`src/rtl/cpu_pkg.sv`:
```
// Shared core definitions: next-PC source codes, IR field positions,
// fetch FSM states and opcode constants used by fetch and control.
package cpu_pkg;

  localparam int ADDR_W  = 16;
  localparam int INSTR_W = 16;

  typedef enum logic [1:0] {
    PCS_INC  = 2'd0,
    PCS_REG  = 2'd1,
    PCS_DISP = 2'd2,
    PCS_HOLD = 2'd3
  } pcsrc_e;

  typedef enum logic {
    F_IDLE = 1'b0,
    F_REQ  = 1'b1
  } fstate_e;

  localparam int OPC_HI = 15;
  localparam int OPC_LO = 12;
  localparam int RD_HI  = 11;
  localparam int RD_LO  = 8;
  localparam int EXT_HI = 7;
  localparam int EXT_LO = 4;
  localparam int RS_HI  = 3;
  localparam int RS_LO  = 0;
  localparam int IMM_HI = 7;

  localparam logic [3:0] OP_RTYPE = 4'h0;
  localparam logic [3:0] OP_BCOND = 4'hC;
  localparam logic [3:0] OP_SPEC  = 4'h4;

endpackage

```
`src/rtl/fetch_unit_if.sv`:
```
// Instruction-memory request/ack bus between the fetch unit and imem.
interface fetch_unit_if #(
  parameter int ADDR_W  = 16,
  parameter int INSTR_W = 16
) ();
  logic               imem_req;
  logic [ADDR_W-1:0]  imem_addr;
  logic [INSTR_W-1:0] imem_rdata;
  logic               imem_ack;

  modport master (
    output imem_req,
    output imem_addr,
    input  imem_rdata,
    input  imem_ack
  );

  modport slave (
    input  imem_req,
    input  imem_addr,
    output imem_rdata,
    output imem_ack
  );
endinterface

```
`src/rtl/fetch_unit_pc_next_mux.sv`:
```
// Next-PC select: increment, register target, sign-extended displacement.
module pc_next_mux
  import cpu_pkg::*;
#(
  parameter int ADDR_W = 16
) (
  input  logic [ADDR_W-1:0] i_pc,
  input  pcsrc_e            i_src,
  input  logic [ADDR_W-1:0] i_jump,
  input  logic [7:0]        i_imm8,
  output logic [ADDR_W-1:0] o_next,
  output logic [ADDR_W-1:0] o_pc_plus1
);

  logic [ADDR_W-1:0] w_disp;

  assign w_disp     = {{(ADDR_W-8){i_imm8[7]}}, i_imm8};
  assign o_pc_plus1 = i_pc + 1'b1;

  always_comb begin
    o_next = i_pc;
    unique case (i_src)
      PCS_INC:  o_next = o_pc_plus1;
      PCS_REG:  o_next = i_jump;
      PCS_DISP: o_next = i_pc + w_disp;
      PCS_HOLD: o_next = i_pc;
      default:  o_next = i_pc;
    endcase
  end

endmodule

```
`src/rtl/fetch_unit.sv`:
```
// Fetch front end: PC, IR, imem req/ack FSM and IR field split.
// Optional FETCH_RETIRE_COUNT_EN builds a retired-instruction counter.
module fetch_unit
  import cpu_pkg::*;
#(
  parameter int              ADDR_W   = 16,
  parameter int              INSTR_W  = 16,
  parameter logic [ADDR_W-1:0] RESET_PC = 16'h0000
) (
  input  logic               Clk,
  input  logic               reset,
  input  logic               InstrWrite,
  input  logic               PCWrite,
  input  logic [1:0]         PCSource,
  input  logic [ADDR_W-1:0]  JumpTarget,
  fetch_unit_if.master       imem,
  output logic               FetchBusy,
  output logic [INSTR_W-1:0] Instr,
  output logic [3:0]         OPCode,
  output logic [3:0]         RdestIdx,
  output logic [3:0]         JCond,
  output logic [3:0]         cond,
  output logic [3:0]         OPCodeExtension,
  output logic [3:0]         RsrcIdx,
  output logic [7:0]         Imm8,
  output logic [ADDR_W-1:0]  PC,
  output logic [ADDR_W-1:0]  PCPlus1,
  output logic               ProtoErr,
  output logic [31:0]        RetiredCount
);

  fstate_e            r_state;
  fstate_e            w_state;
  logic [ADDR_W-1:0]  r_addr;
  logic [INSTR_W-1:0] r_ir;
  logic [ADDR_W-1:0]  r_pc;
  logic               r_perr;
  logic [ADDR_W-1:0]  w_pc_next;
  logic               w_req;
  logic               w_pcw_ok;

  always_ff @(posedge Clk) begin
    if (reset) r_state <= F_IDLE;
    else       r_state <= w_state;
  end

  always_comb begin
    w_state = r_state;
    unique case (r_state)
      F_IDLE:  if (InstrWrite)    w_state = F_REQ;
      F_REQ:   if (imem.imem_ack) w_state = F_IDLE;
      default: w_state = F_IDLE;
    endcase
  end

  always_comb begin
    w_req = (r_state == F_REQ);
  end

  assign w_pcw_ok = PCWrite && (r_state == F_IDLE);

  pc_next_mux #(.ADDR_W(ADDR_W)) u_mux (
    .i_pc       (r_pc),
    .i_src      (pcsrc_e'(PCSource)),
    .i_jump     (JumpTarget),
    .i_imm8     (r_ir[IMM_HI:0]),
    .o_next     (w_pc_next),
    .o_pc_plus1 (PCPlus1)
  );

  // fetch address is captured from the pre-update PC
  always_ff @(posedge Clk) begin
    if (reset) begin
      r_addr <= RESET_PC;
      r_ir   <= '0;
      r_pc   <= RESET_PC;
      r_perr <= 1'b0;
    end else begin
      if (r_state == F_IDLE && InstrWrite) r_addr <= r_pc;
      if (r_state == F_REQ && imem.imem_ack) r_ir <= imem.imem_rdata;
      if (w_pcw_ok) r_pc <= w_pc_next;
      if ((PCWrite && r_state == F_REQ) ||
          (imem.imem_ack && r_state == F_IDLE))
        r_perr <= 1'b1;
    end
  end

`ifdef FETCH_RETIRE_COUNT_EN
  logic [31:0] r_retired;
  always_ff @(posedge Clk) begin
    if (reset)         r_retired <= '0;
    else if (w_pcw_ok) r_retired <= r_retired + 32'd1;
  end
  assign RetiredCount = r_retired;
`else
  assign RetiredCount = 32'd0;
`endif

  assign imem.imem_req  = w_req;
  assign imem.imem_addr = r_addr;
  assign FetchBusy      = w_req;
  assign Instr          = r_ir;
  assign OPCode          = r_ir[OPC_HI:OPC_LO];
  assign RdestIdx        = r_ir[RD_HI:RD_LO];
  assign JCond           = r_ir[RD_HI:RD_LO];
  assign cond            = r_ir[RD_HI:RD_LO];
  assign OPCodeExtension = r_ir[EXT_HI:EXT_LO];
  assign RsrcIdx         = r_ir[RS_HI:RS_LO];
  assign Imm8            = r_ir[IMM_HI:0];
  assign PC              = r_pc;
  assign ProtoErr        = r_perr;

endmodule

```
`src/flat_wrapper.sv`:
```
// flat-port wrapper written by rule: the top's interface ports become plain ports
module fetch_unit_flat import cpu_pkg::*;
#(
  parameter int              ADDR_W   = 16,
  parameter int              INSTR_W  = 16,
  parameter logic [ADDR_W-1:0] RESET_PC = 16'h0000
)
  (Clk, reset, InstrWrite, PCWrite, PCSource, JumpTarget, FetchBusy, Instr, OPCode, RdestIdx, JCond, cond, OPCodeExtension, RsrcIdx, Imm8, PC, PCPlus1, ProtoErr, RetiredCount, imem_imem_req, imem_imem_addr, imem_imem_rdata, imem_imem_ack);
  fetch_unit_if #(.ADDR_W(ADDR_W), .INSTR_W(INSTR_W)) imem_i ();
  input  logic Clk;
  input  logic reset;
  input  logic InstrWrite;
  input  logic PCWrite;
  input  logic [1:0] PCSource;
  input  logic [ADDR_W-1:0] JumpTarget;
  output logic FetchBusy;
  output logic [INSTR_W-1:0] Instr;
  output logic [3:0] OPCode;
  output logic [3:0] RdestIdx;
  output logic [3:0] JCond;
  output logic [3:0] cond;
  output logic [3:0] OPCodeExtension;
  output logic [3:0] RsrcIdx;
  output logic [7:0] Imm8;
  output logic [ADDR_W-1:0] PC;
  output logic [ADDR_W-1:0] PCPlus1;
  output logic ProtoErr;
  output logic [31:0] RetiredCount;
  output wire logic [$bits(imem_i.imem_req)-1:0] imem_imem_req;
  output wire logic [$bits(imem_i.imem_addr)-1:0] imem_imem_addr;
  input wire logic [$bits(imem_i.imem_rdata)-1:0] imem_imem_rdata;
  input wire logic [$bits(imem_i.imem_ack)-1:0] imem_imem_ack;
  assign imem_imem_req = imem_i.imem_req;
  assign imem_imem_addr = imem_i.imem_addr;
  assign imem_i.imem_rdata = imem_imem_rdata;
  assign imem_i.imem_ack = imem_imem_ack;
  fetch_unit #(.ADDR_W(ADDR_W), .INSTR_W(INSTR_W), .RESET_PC(RESET_PC)) u_core (.Clk(Clk), .reset(reset), .InstrWrite(InstrWrite), .PCWrite(PCWrite), .PCSource(PCSource), .JumpTarget(JumpTarget), .imem(imem_i), .FetchBusy(FetchBusy), .Instr(Instr), .OPCode(OPCode), .RdestIdx(RdestIdx), .JCond(JCond), .cond(cond), .OPCodeExtension(OPCodeExtension), .RsrcIdx(RsrcIdx), .Imm8(Imm8), .PC(PC), .PCPlus1(PCPlus1), .ProtoErr(ProtoErr), .RetiredCount(RetiredCount));
endmodule
```
`config.mk`:
```
export PLATFORM = sky130hd
export DESIGN_NAME = fetch_unit_flat
export DESIGN_NICKNAME = d
export VERILOG_FILES = /design/src/rtl/cpu_pkg.sv /design/src/rtl/fetch_unit_if.sv /design/src/rtl/fetch_unit_pc_next_mux.sv /design/src/rtl/fetch_unit.sv /design/src/flat_wrapper.sv
export SDC_FILE = /design/constraint.sdc
export NUM_CORES = 1
export LEC_CHECK = 0
export ABC_AREA = 1
export BUFFER_PORTS_ARGS = -buffer_cell sky130_fd_sc_hd__buf_2
export CAP_MARGIN = 20
export CORE_MARGIN = 2
export CORE_UTILIZATION = 28
export CTS_CLUSTER_SIZE = 10
export DETAILED_ROUTE_END_ITERATION = 12
export GPL_TIMING_DRIVEN = 0
export PLACE_DENSITY_LB_ADDON = 0.2
export SKIP_CTS_REPAIR_TIMING = 1
export SLEW_MARGIN = 20
export SYNTH_ARGS = -nofsm -noshare
export SYNTH_HDL_FRONTEND = slang
export SYNTH_SLANG_ARGS = --single-unit
```
`constraint.sdc`:
```
create_clock -name Clk -period 1.6 [get_ports Clk]
set_input_delay 0.08 -clock Clk [delete_from_list [all_inputs] [get_ports Clk]]
set_output_delay 0.08 -clock Clk [all_outputs]
set_load 0.005 [all_outputs]
```
# == Word level (Yosys, flattened, before mapping) ==
# Cells that the tools add are included.
# word_totals
regBits,50
wordCells,24
input_bits,39
out_inout_bits,131
# op_classes
reduce_logical,8
addsub,2
n_eq_ne,3
n_bitwise,2
muxes,4
# ops
operator,count
$pmux W16 S3,1
$add A16 B1 Y16 const B,1
$add A16 B16 Y16,1
$logic_and A1 B1 Y1,5
$eq A2 B2 Y1 const B,2
$eq A2 B1 Y1 const B,1
$logic_not A2 Y1,1
$mux W1,2
$not A1 Y1,2
$pmux W1 S2,1
$reduce_and A2 Y1,1
$logic_or A1 B1 Y1,1

# == Depth between registers and ports, before layout ==
# Gate-level depths: netlist of run 1.
# depth
word_depth,3
depth_mapped,13
mapped_depth_nobuf,13

# == Modules after synthesis ==
# From an unflattened synthesis of run 1, not the netlist that was laid out.
# unflattened
hier_cells,669
hier_area_um2,4127.7
# modules_own_cells
module,seq_area_each_um2,cells_per_inst,instances,area_per_inst_um2
fetch_unit,1001.0,356,1,2479.9
pc_next_mux,0.0,313,1,1647.8

# == Least setup slack after synthesis of run 1 ==
# Ideal clock, no wire load.
# synth_path
path_type,flip-flop to flip-flop
startpoint,register u_core.r_pc[0] (netlist: u_core.PC[0])
endpoint,register u_core.r_pc[8] (netlist: u_core.PC[8])
path_stages_with_launch,13
synth_period_minus_slack_ns,1.835
slack_ns,-0.235
path_buffers,0
setup_ns,0.071
arrival_ns,1.764
required_ns,1.529
cell_sequence,dfxtp_1 ha_1 inv_1 fa_1 inv_1 nand3_1 nand3_1 a21oi_1 nand2_1 nand2_1 o21ai_0 nand2_1 a21oi_1
# synth_via
elab_chain_cells,2
elab_cells_between_ends,3
classes_between,add/sub (2); mux (1)
# synth_lines
item,line,source
"start, declared",fetch_unit.sv:36,logic [ADDR_W-1:0] r_pc;
"start signal, assigned",fetch_unit.sv:81,if (w_pcw_ok) r_pc <= w_pc_next;
$add A16 B16 Y16 or $add A16 B1 Y16 (tied branches),"fetch_unit_pc_next_mux.sv:25, fetch_unit_pc_next_mux.sv:18",
$pmux W16 S3 (*),fetch_unit_pc_next_mux.sv:22,unique case (i_src)
# Every way passes the cells marked *; elsewhere a longest branch is shown, timed or not.
# A chain may end at the register's enable or synchronous reset.

# == Worst setup path after layout of run 1 ==
# layout_path
startpoint,register u_core.r_pc[0] (netlist: u_core.PC[0])
endpoint,register u_core.r_pc[12] (netlist: u_core.PC[12])
# Same word-level chain as after synthesis.

==> results of run 1 <==
-- layer usage --
metal  up-vias  track usage  routed length (um)
met2       144        0.282                6150
met5         -            0                   0
li1       2275            -                   -
met3        11       0.0290                 892
met4         0       0.0302                 133
met1      1957        0.224                6220
-- critical path, delay by kind of cell (launching register included) --
kind                     cells  cell delay, ns
adder cells (fa/ha/maj)      2            0.47
flip-flops                   1            0.39
buffers and inverters        2            0.13
AO/OA/AOI/OAI                1            0.05
AND/OR/NAND/NOR              8            0.64
-- flip-flops by register name, summed over array words and instances (netlist names) --
name and count:
u_core.Instr 16, u_core.PC 16, u_core.imem.imem_addr 16, u_core.FetchBusy 1, u_core.ProtoErr 1
-- final timing paths --
path	end	cells after the start	startpoint
worst max-delay path	u_core.PC[12]$_SDFFE_PP0P_	13	u_core.PC[0]$_SDFFE_PP0P_
worst min-delay path	u_core.PC[15]$_SDFFE_PP0P_	2	reset
worst max register to register	u_core.PC[12]$_SDFFE_PP0P_	13	u_core.PC[0]$_SDFFE_PP0P_
worst min register to register	u_core.imem.imem_addr[8]$_SDFFE_PP0P_	2	u_core.imem.imem_addr[8]$_SDFFE_PP0P_
-- cell usage in the layout (no fill, tap or decap), types with 15 or more instances in the layout --
| cell type | n |
|---|---|
| a21oi_1 | 39 |
| buf_2 | 138 |
| buf_4 | 93 |
| conb_1 | 32 |
| dfxtp_1 | 28 |
| inv_1 | 69 |
| nand2_1 | 113 |
| nand2_2 | 33 |
| nand3_1 | 15 |
| nor2_1 | 48 |
| o21ai_0 | 41 |
-- where the power goes --
part,switching [uW],internal [uW],leakage (uW),total [uW]
Clock,559,588,0.0000664,1150
Sequential,112,1330,0.000424,1440
Combinational,603,558,0.00273,1160
Total,1270,2480,0.00322,3750
-- logic make-up (layout without fill, tap and decap cells) --
kind of cell             after synthesis  after routing  share of synthesized area
AO/OA/AOI/OAI                        114            114                      0.153
XOR/XNOR                               9              9                     0.0203
adder cells (fa/ha/maj)               20             20                     0.0663
buffers and inverters                164            342                      0.222
flip-flops                            50             50                      0.257
other                                  1             32                   0.000964
AND/OR/NAND/NOR                      256            256                      0.280
-- area by class of cell --
| class | count | area [sq um] | share of cell area |
|---|---|---|---|
| Buffer | 82 | 568 | 0.0954 |
| Timing Repair Buffer | 171 | 982 | 0.165 |
| Clock buffer | 5 | 125 | 0.0210 |
| Clock inverter | 3 | 23.8 | 0.00399 |
| Inverter | 81 | 315 | 0.0530 |
| Multi-Input combinational cell | 431 | 2650 | 0.445 |
| Tap cell | 180 | 225 | 0.0378 |
| Sequential cell | 50 | 1060 | 0.179 |
-- metrics by stage --
step	cells	setup slack, ns	setup TNS, ns
6_report	1003	-0.233	-2.23
5_1_grt	1003	-0.379	-4.83
4_1_cts	970	-0.496	-6.68
3_5_place_dp	962	-0.473	-3.86
3_3_place_gp	962	-0.496	-3.88
2_1_floorplan	645	0.000485	0
==> metrics.md, run 1 <==
| Metric | Value |
|---|---|
| Post-layout instance area | `0.00595 sq mm` |
| Final GP Congestion | `0.839` |
| Async set-reset flop share out of synthesis | `0` |
| # DRC | `0` |
| Power, Total | `about 3800 uW` |
| Final setup violating endpoints | `22` |
| Cell Pwr Density | `630 mW/mm^2` |
| Initial antenna violation count | `0` |
| Final Critical Period | `1.83 ns` |
| Input/output buffers | `137` |
| Peak VDD IR | `0.355 mV` |
| Yosys top cell area share | `0.257` |
| Worst Setup Path Type | `flip-flop to flip-flop` |
| Critical Path AT | `1.99 ns` |
| R2R setup slack | `-0.23 ns` |
| Global Route Usage Sum | `0.167` |
| Area contributors post-synth | `dfxtp_1 (26%), nand2_1 (14%), buf_4 (13%)` |
| CTS Buffer Depth | `2` |
| Die height | `122 um` |
| Synth unique cells | `33` |
| Status | `complete, but fails checks` |
| Final-stage net count | `881` |
| Final hold violations | `0` |
| Avg Inst Size Synth | `6.33 sq um` |
| # IOs | `170` |
| Vias in the first global route | `3,798` |
| Global-route wire length before repair | `19,500 um` |
| Largest area contributor in the netlist | `dfxtp_1` |
| Post-synth EDFFs | `0` |
| Fill count | `1,446` |
| Main synth FF type | `dfxtp_1` |
| TritonCTS Buffers | `5` |
| Synth Cell Area | `0.00389 sq mm` |
| Fin util | `0.434` |
| Crit-path max FO | `4` |
| Dpl hpwl | `10,300 um` |
| Initial Utilization | `0.283` |
| Syn Inst Count | `614` |
| CTS tree | `built` |
| Worst min path class | `input port to flip-flop` |
| GR Overflow Total | `0` |
| Largest net degree at the start of global routing | `18` |
| Pins Over Slew Limit | `0` |
| Worst setup margin | `-0.233 ns` |
| Placed cell areas | `0.00495 sq mm` |
| Failing checks | `setup timing` |
| Crit path capture type | `flip-flop` |
| Initial DRC count | `211` |
| Synth warn | `0` |
| CTS root buf | `clkbuf_16` |
| Reg clk slew, reported paths | `~0.080 ns` |
| Seq/Total Area, Yosys | `0.257` |
| CP max stage delay | `0.39 ns` |
| Final clock skew | `0.00574 ns` |
| CP max-delay cell | `dfxtp_4` |
| Cell with the most instances on the worst path | `nand2_1` |
| Clock Latency Late Sink | `0.30 ns` |
| Static leakage | `about 0.0032 uW` |
| Vias | `4,387` |
| Worst-margin pin slew | `0.638 ns` |
| Htree depth | `2` |
| Synth-to-Final Area Change | `53.1%` |
| Worst Path Required | `~1.8 ns` |
| Rows | `43` |
| Vias/cell | `4.37` |
| Most numerous cell in the Yosys netlist | `nand2_1` |
| Critical-path cell list | `ha_4 -> inv_2 -> fa_2 -> inv_2 -> nand3_2 -> nand3_4 -> nand3_2 -> nand3_1 -> nand2_1 -> nand3_1 -> nand2_1 -> nand2_1 -> a21oi_2` |
| Pre-Repair DR Iteration Count | `4` |
| CTS Sinks | `50` |
| Max-slew headroom | `0.575` |
| Core box area | `0.0137 sq mm` |
| Final WL | `between 10,000 and 15,000 um` |
| FMAX | `approximately 550 MHz` |
| Die Wd | `~120 um` |
| Unrepaired setup endpoints after global routing | `true` |
| Die area | `0.0148 sq mm` |
| Antenna Violating Nets Remaining | `0` |
| Avg WL per Cell | `13.3 um` |
| Top cells by count, synth | `nand2_1 (149), inv_1 (76), buf_4 (65)` |
| Layout cells sized above 1 | `0.476` |
| N_diodes | `0` |
| Startpoint Class | `flip-flop` |
| Max-cap viol count | `0` |
| Min Hold Slack | `roughly 0.028 ns` |
| Final period utilization | `1.15` |
| Synth Register Bits | `50` |
No activity file was read; power rests on OpenSTA's default activity.
==> inputs of run 2 (changes only) <==
--- a/config.mk
+++ b/config.mk
@@ -13,6 +13,7 @@
 export CTS_CLUSTER_SIZE = 10
 export DETAILED_ROUTE_END_ITERATION = 12
 export GPL_TIMING_DRIVEN = 0
+export MAX_ROUTING_LAYER = met4
 export PLACE_DENSITY_LB_ADDON = 0.2
 export SKIP_CTS_REPAIR_TIMING = 1
 export SLEW_MARGIN = 20
==> run 2 against run 1 <==
Non-clock buffer count shrank 10. Routed wire length fell by 1.8%. The run still ends with setup timing left. Maximum frequency is 1.2% higher. Global-route usage grew 0.51 points.
==> metrics.md, run 2 (synthesis results as in run 1) <==
| Metric | Value |
|---|---|
| Finished Layout Cells | `993 (-1.0%)` |
| Min Hold Slack | `0.0321 ns (+0.00385 ns)` |
| Unrepaired setup endpoints after global routing | `true` |
| Worst setup margin | `-0.211 ns (+0.0221 ns)` |
| CTS tree | `built` |
| Worst min path class | `input port to flip-flop` |
| Commonest non-fill, non-tap cell in the layout | `buf_2` |
| CP delay by family, top | `simple AND/OR/NAND/NOR gates` |
| Static leakage | `0.00311 uW (-3.4%)` |
| Min-delay src | `imem_imem_rdata[3]` |
| Initial Utilization | `0.283 (unchanged)` |
| Pint | `2460 uW (-0.77%)` |
| CTS Buffer Depth | `2 (unchanged)` |
| Initial antenna violation count | `0 (unchanged)` |
| Pre-Repair DR Iteration Count | `4 (unchanged)` |
| Worst Setup Path Type | `flip-flop to flip-flop` |
| Final clock skew | `0.00539 ns (-0.000353 ns)` |
| # IOs | `170 (unchanged)` |
| Vias | `4,286 (-2.3%)` |
| Final period utilization | `1.13 (-0.0138)` |
| Reg clk slew, reported paths | `0.07 ns (about the same)` |
| Most frequent cells in the layout | `buf_2 (137), nand2_1 (123), buf_4 (85), inv_1 (68), nor2_1 (53)` |
| CP Buf/Inv Count | `2 (unchanged)` |
| FMAX | `552 MHz (+1.2%)` |
| Vias/cell | `4.32 (-1.3%)` |
| Input/output buffers | `137 (unchanged)` |
| Critical-path cell list | `ha_4 -> inv_2 -> fa_2 -> inv_2 -> nand3_2 -> nand3_4 -> nand3_2 -> nand3_2 -> nand2_1 -> nand3_2 -> nand2_1 -> nand2_1 -> a21oi_2` |
| Rows | `43 (unchanged)` |
| Final-stage net count | `871 (-1.1%)` |
| Logic pwr share | `0.303 (-0.007)` |
| Vias in the first global route | `3,807 (+0.24%)` |
| Initial DRC count | `268 (+27%)` |
| Crit path capture type | `flip-flop` |
| Critical Path AT | `1.97 ns (-0.02 ns)` |
| Startpoint Class | `flip-flop` |
| Power, Total | `3700 uW (-1.2%)` |
| Status | `complete, but fails checks` |
| Fill count | `1,464 (+1.2%)` |
| Hold endpoint | `u_core.Instr[3]$_SDFFE_PP0P_` |
| N_diodes | `0 (unchanged)` |
| Post-place setup slack | `-0.473 ns (unchanged)` |
| Sw Pwr | `1250 uW (-2.2%)` |
| CP max stage delay | `0.39 ns (about the same)` |
| R2R setup slack | `-0.21 ns (+0.02 ns)` |
| Clock Latency Late Sink | `0.30 ns (about the same)` |
| TritonCTS Buffers | `5 (unchanged)` |
| Dpl hpwl | `10,300 um (unchanged)` |
| Final WL | `13,100 um (-1.8%)` |
| Final Critical Period | `1.81 ns (-0.0221 ns)` |
| Final hold violations | `0 (unchanged)` |
| Final setup violating endpoints | `20 (-9.1%)` |
| Worst-margin pin slew | `0.612 ns (-0.0254 ns)` |
| Reg-to-reg endpoint | `u_core.PC[12]$_SDFFE_PP0P_` |
| CP max-delay cell | `dfxtp_4` |
| # DRC | `0 (unchanged)` |
| Pins Over Slew Limit | `0 (unchanged)` |
| Reg2reg start | `u_core.PC[0]$_SDFFE_PP0P_` |
| CTS root buf | `clkbuf_16` |
| Die height | `122 um (unchanged)` |
| Cell with the most instances on the worst path | `nand3_2` |
| Core box area | `0.0137 sq mm (unchanged)` |
| Layout cells sized above 1 | `0.454 (-0.0224)` |
| Die Wd | `122 um (unchanged)` |
| Net Sw Frac | `0.337 (-0.00315)` |
| Hold path cells | `3 (+1)` |
| Global-route wire length before repair | `19,500 um (unchanged)` |
| Peak VDD IR | `0.351 mV (-1.3%)` |
| Max-slew headroom | `0.592 (+0.0169)` |
| Avg WL per Cell | `13.2 um (-0.83%)` |
| Die area | `0.0148 sq mm (unchanged)` |
| Htree depth | `2 (unchanged)` |
| Cell Pwr Density | `636 mW/mm^2 (+1.0%)` |
| Final GP Congestion | `0.851 (+1.5%)` |
| Cells after DPL | `962 (unchanged)` |
| Largest net degree at the start of global routing | `18 (unchanged)` |
| Cell depth of the worst flop-to-flop path | `13 (unchanged)` |
| Synth-to-Final Area Change | `49.7%` |
| Crit-path max FO | `4 (unchanged)` |
| Worst Path Required | `1.76 ns (about the same)` |
| Seq pwr share | `0.390 (+0.005)` |
| Antenna Violating Nets Remaining | `0 (unchanged)` |
| Failing checks | `setup timing` |
| GR Overflow Total | `0 (unchanged)` |
| Clk pwr share | `0.307 (about the same)` |
| Max-cap viol count | `0 (unchanged)` |
| Global Route Usage Sum | `0.172 (+0.00505)` |
| CTS Sinks | `50 (unchanged)` |
## run 2: power groups by stage
stage          registers (uW)  logic, uW  clock network (uW)
3_3_place_gp             1480        936                   0
3_5_place_dp             1480        934                   0
5_1_grt                  1460       1260                1210
6_report                 1440       1120                1140
2_1_floorplan            1450        582                   0
4_1_cts                  1450        940                1170
## run 2: final cells by class
class / instances / area (sq um) / area share
multi-input cells: 431 / 2610 / 0.448
flip-flops and latches: 50 / 1060 / 0.183
repair buffers: 161 / 901 / 0.155
plain buffers: 82 / 566 / 0.0971
inverters: 81 / 312 / 0.0535
well taps: 180 / 225 / 0.0387
clock buffers: 5 / 125 / 0.0215
clock inverters: 3 / 23.8 / 0.00408
## run 2: worst reg2reg max path: cells and delay by family, from the launching register on
family	cells	cell delay (ns)
buf+inv	2	0.13
simple gates	8	0.64
fa+ha+maj	2	0.48
flops	1	0.39
compound gates	1	0.05
## run 2: per-stage QoR
stage / TNS, ns / utilization / instance area, sq um
6_report: -2.12 / 0.424 / 5820
5_1_grt: -4.93 / 0.424 / 5820
4_1_cts: -6.68 / 0.372 / 5100
3_5_place_dp: -3.86 / 0.361 / 4950
3_3_place_gp: -3.88 / 0.361 / 4950
2_1_floorplan: 0 / - / 4040
## run 2: how the worst max path moves through the flow
stage / from / to / slack [ns] / cells after the start
2_1_floorplan: u_core.PC[0]$_SDFFE_PP0P_ / u_core.PC[12]$_SDFFE_PP0P_ / 0.0005 / 13
3_3_place_gp: u_core.PC[5]$_SDFFE_PP0P_ / u_core.PC[7]$_SDFFE_PP0P_ / -0.50 / 10
3_5_place_dp: u_core.PC[5]$_SDFFE_PP0P_ / u_core.PC[7]$_SDFFE_PP0P_ / -0.47 / 10
4_1_cts: u_core.PC[5]$_SDFFE_PP0P_ / u_core.PC[7]$_SDFFE_PP0P_ / -0.50 / 10
5_1_grt: u_core.Instr[7]$_SDFFE_PP0P_ / u_core.PC[13]$_SDFFE_PP0P_ / -0.38 / 12
6_report: u_core.PC[0]$_SDFFE_PP0P_ / u_core.PC[12]$_SDFFE_PP0P_ / -0.21 / 13
## run 2: routing by layer
metal / GRT usage / wire [um] / vias to the layer above
li1: - / - / 2255
met1: 0.226 / 6320 / 1890
met2: 0.282 / 5910 / 132
met3: 0.0262 / 793 / 9
met4: 0.0323 / 125 / 0
met5: - / 0 / -
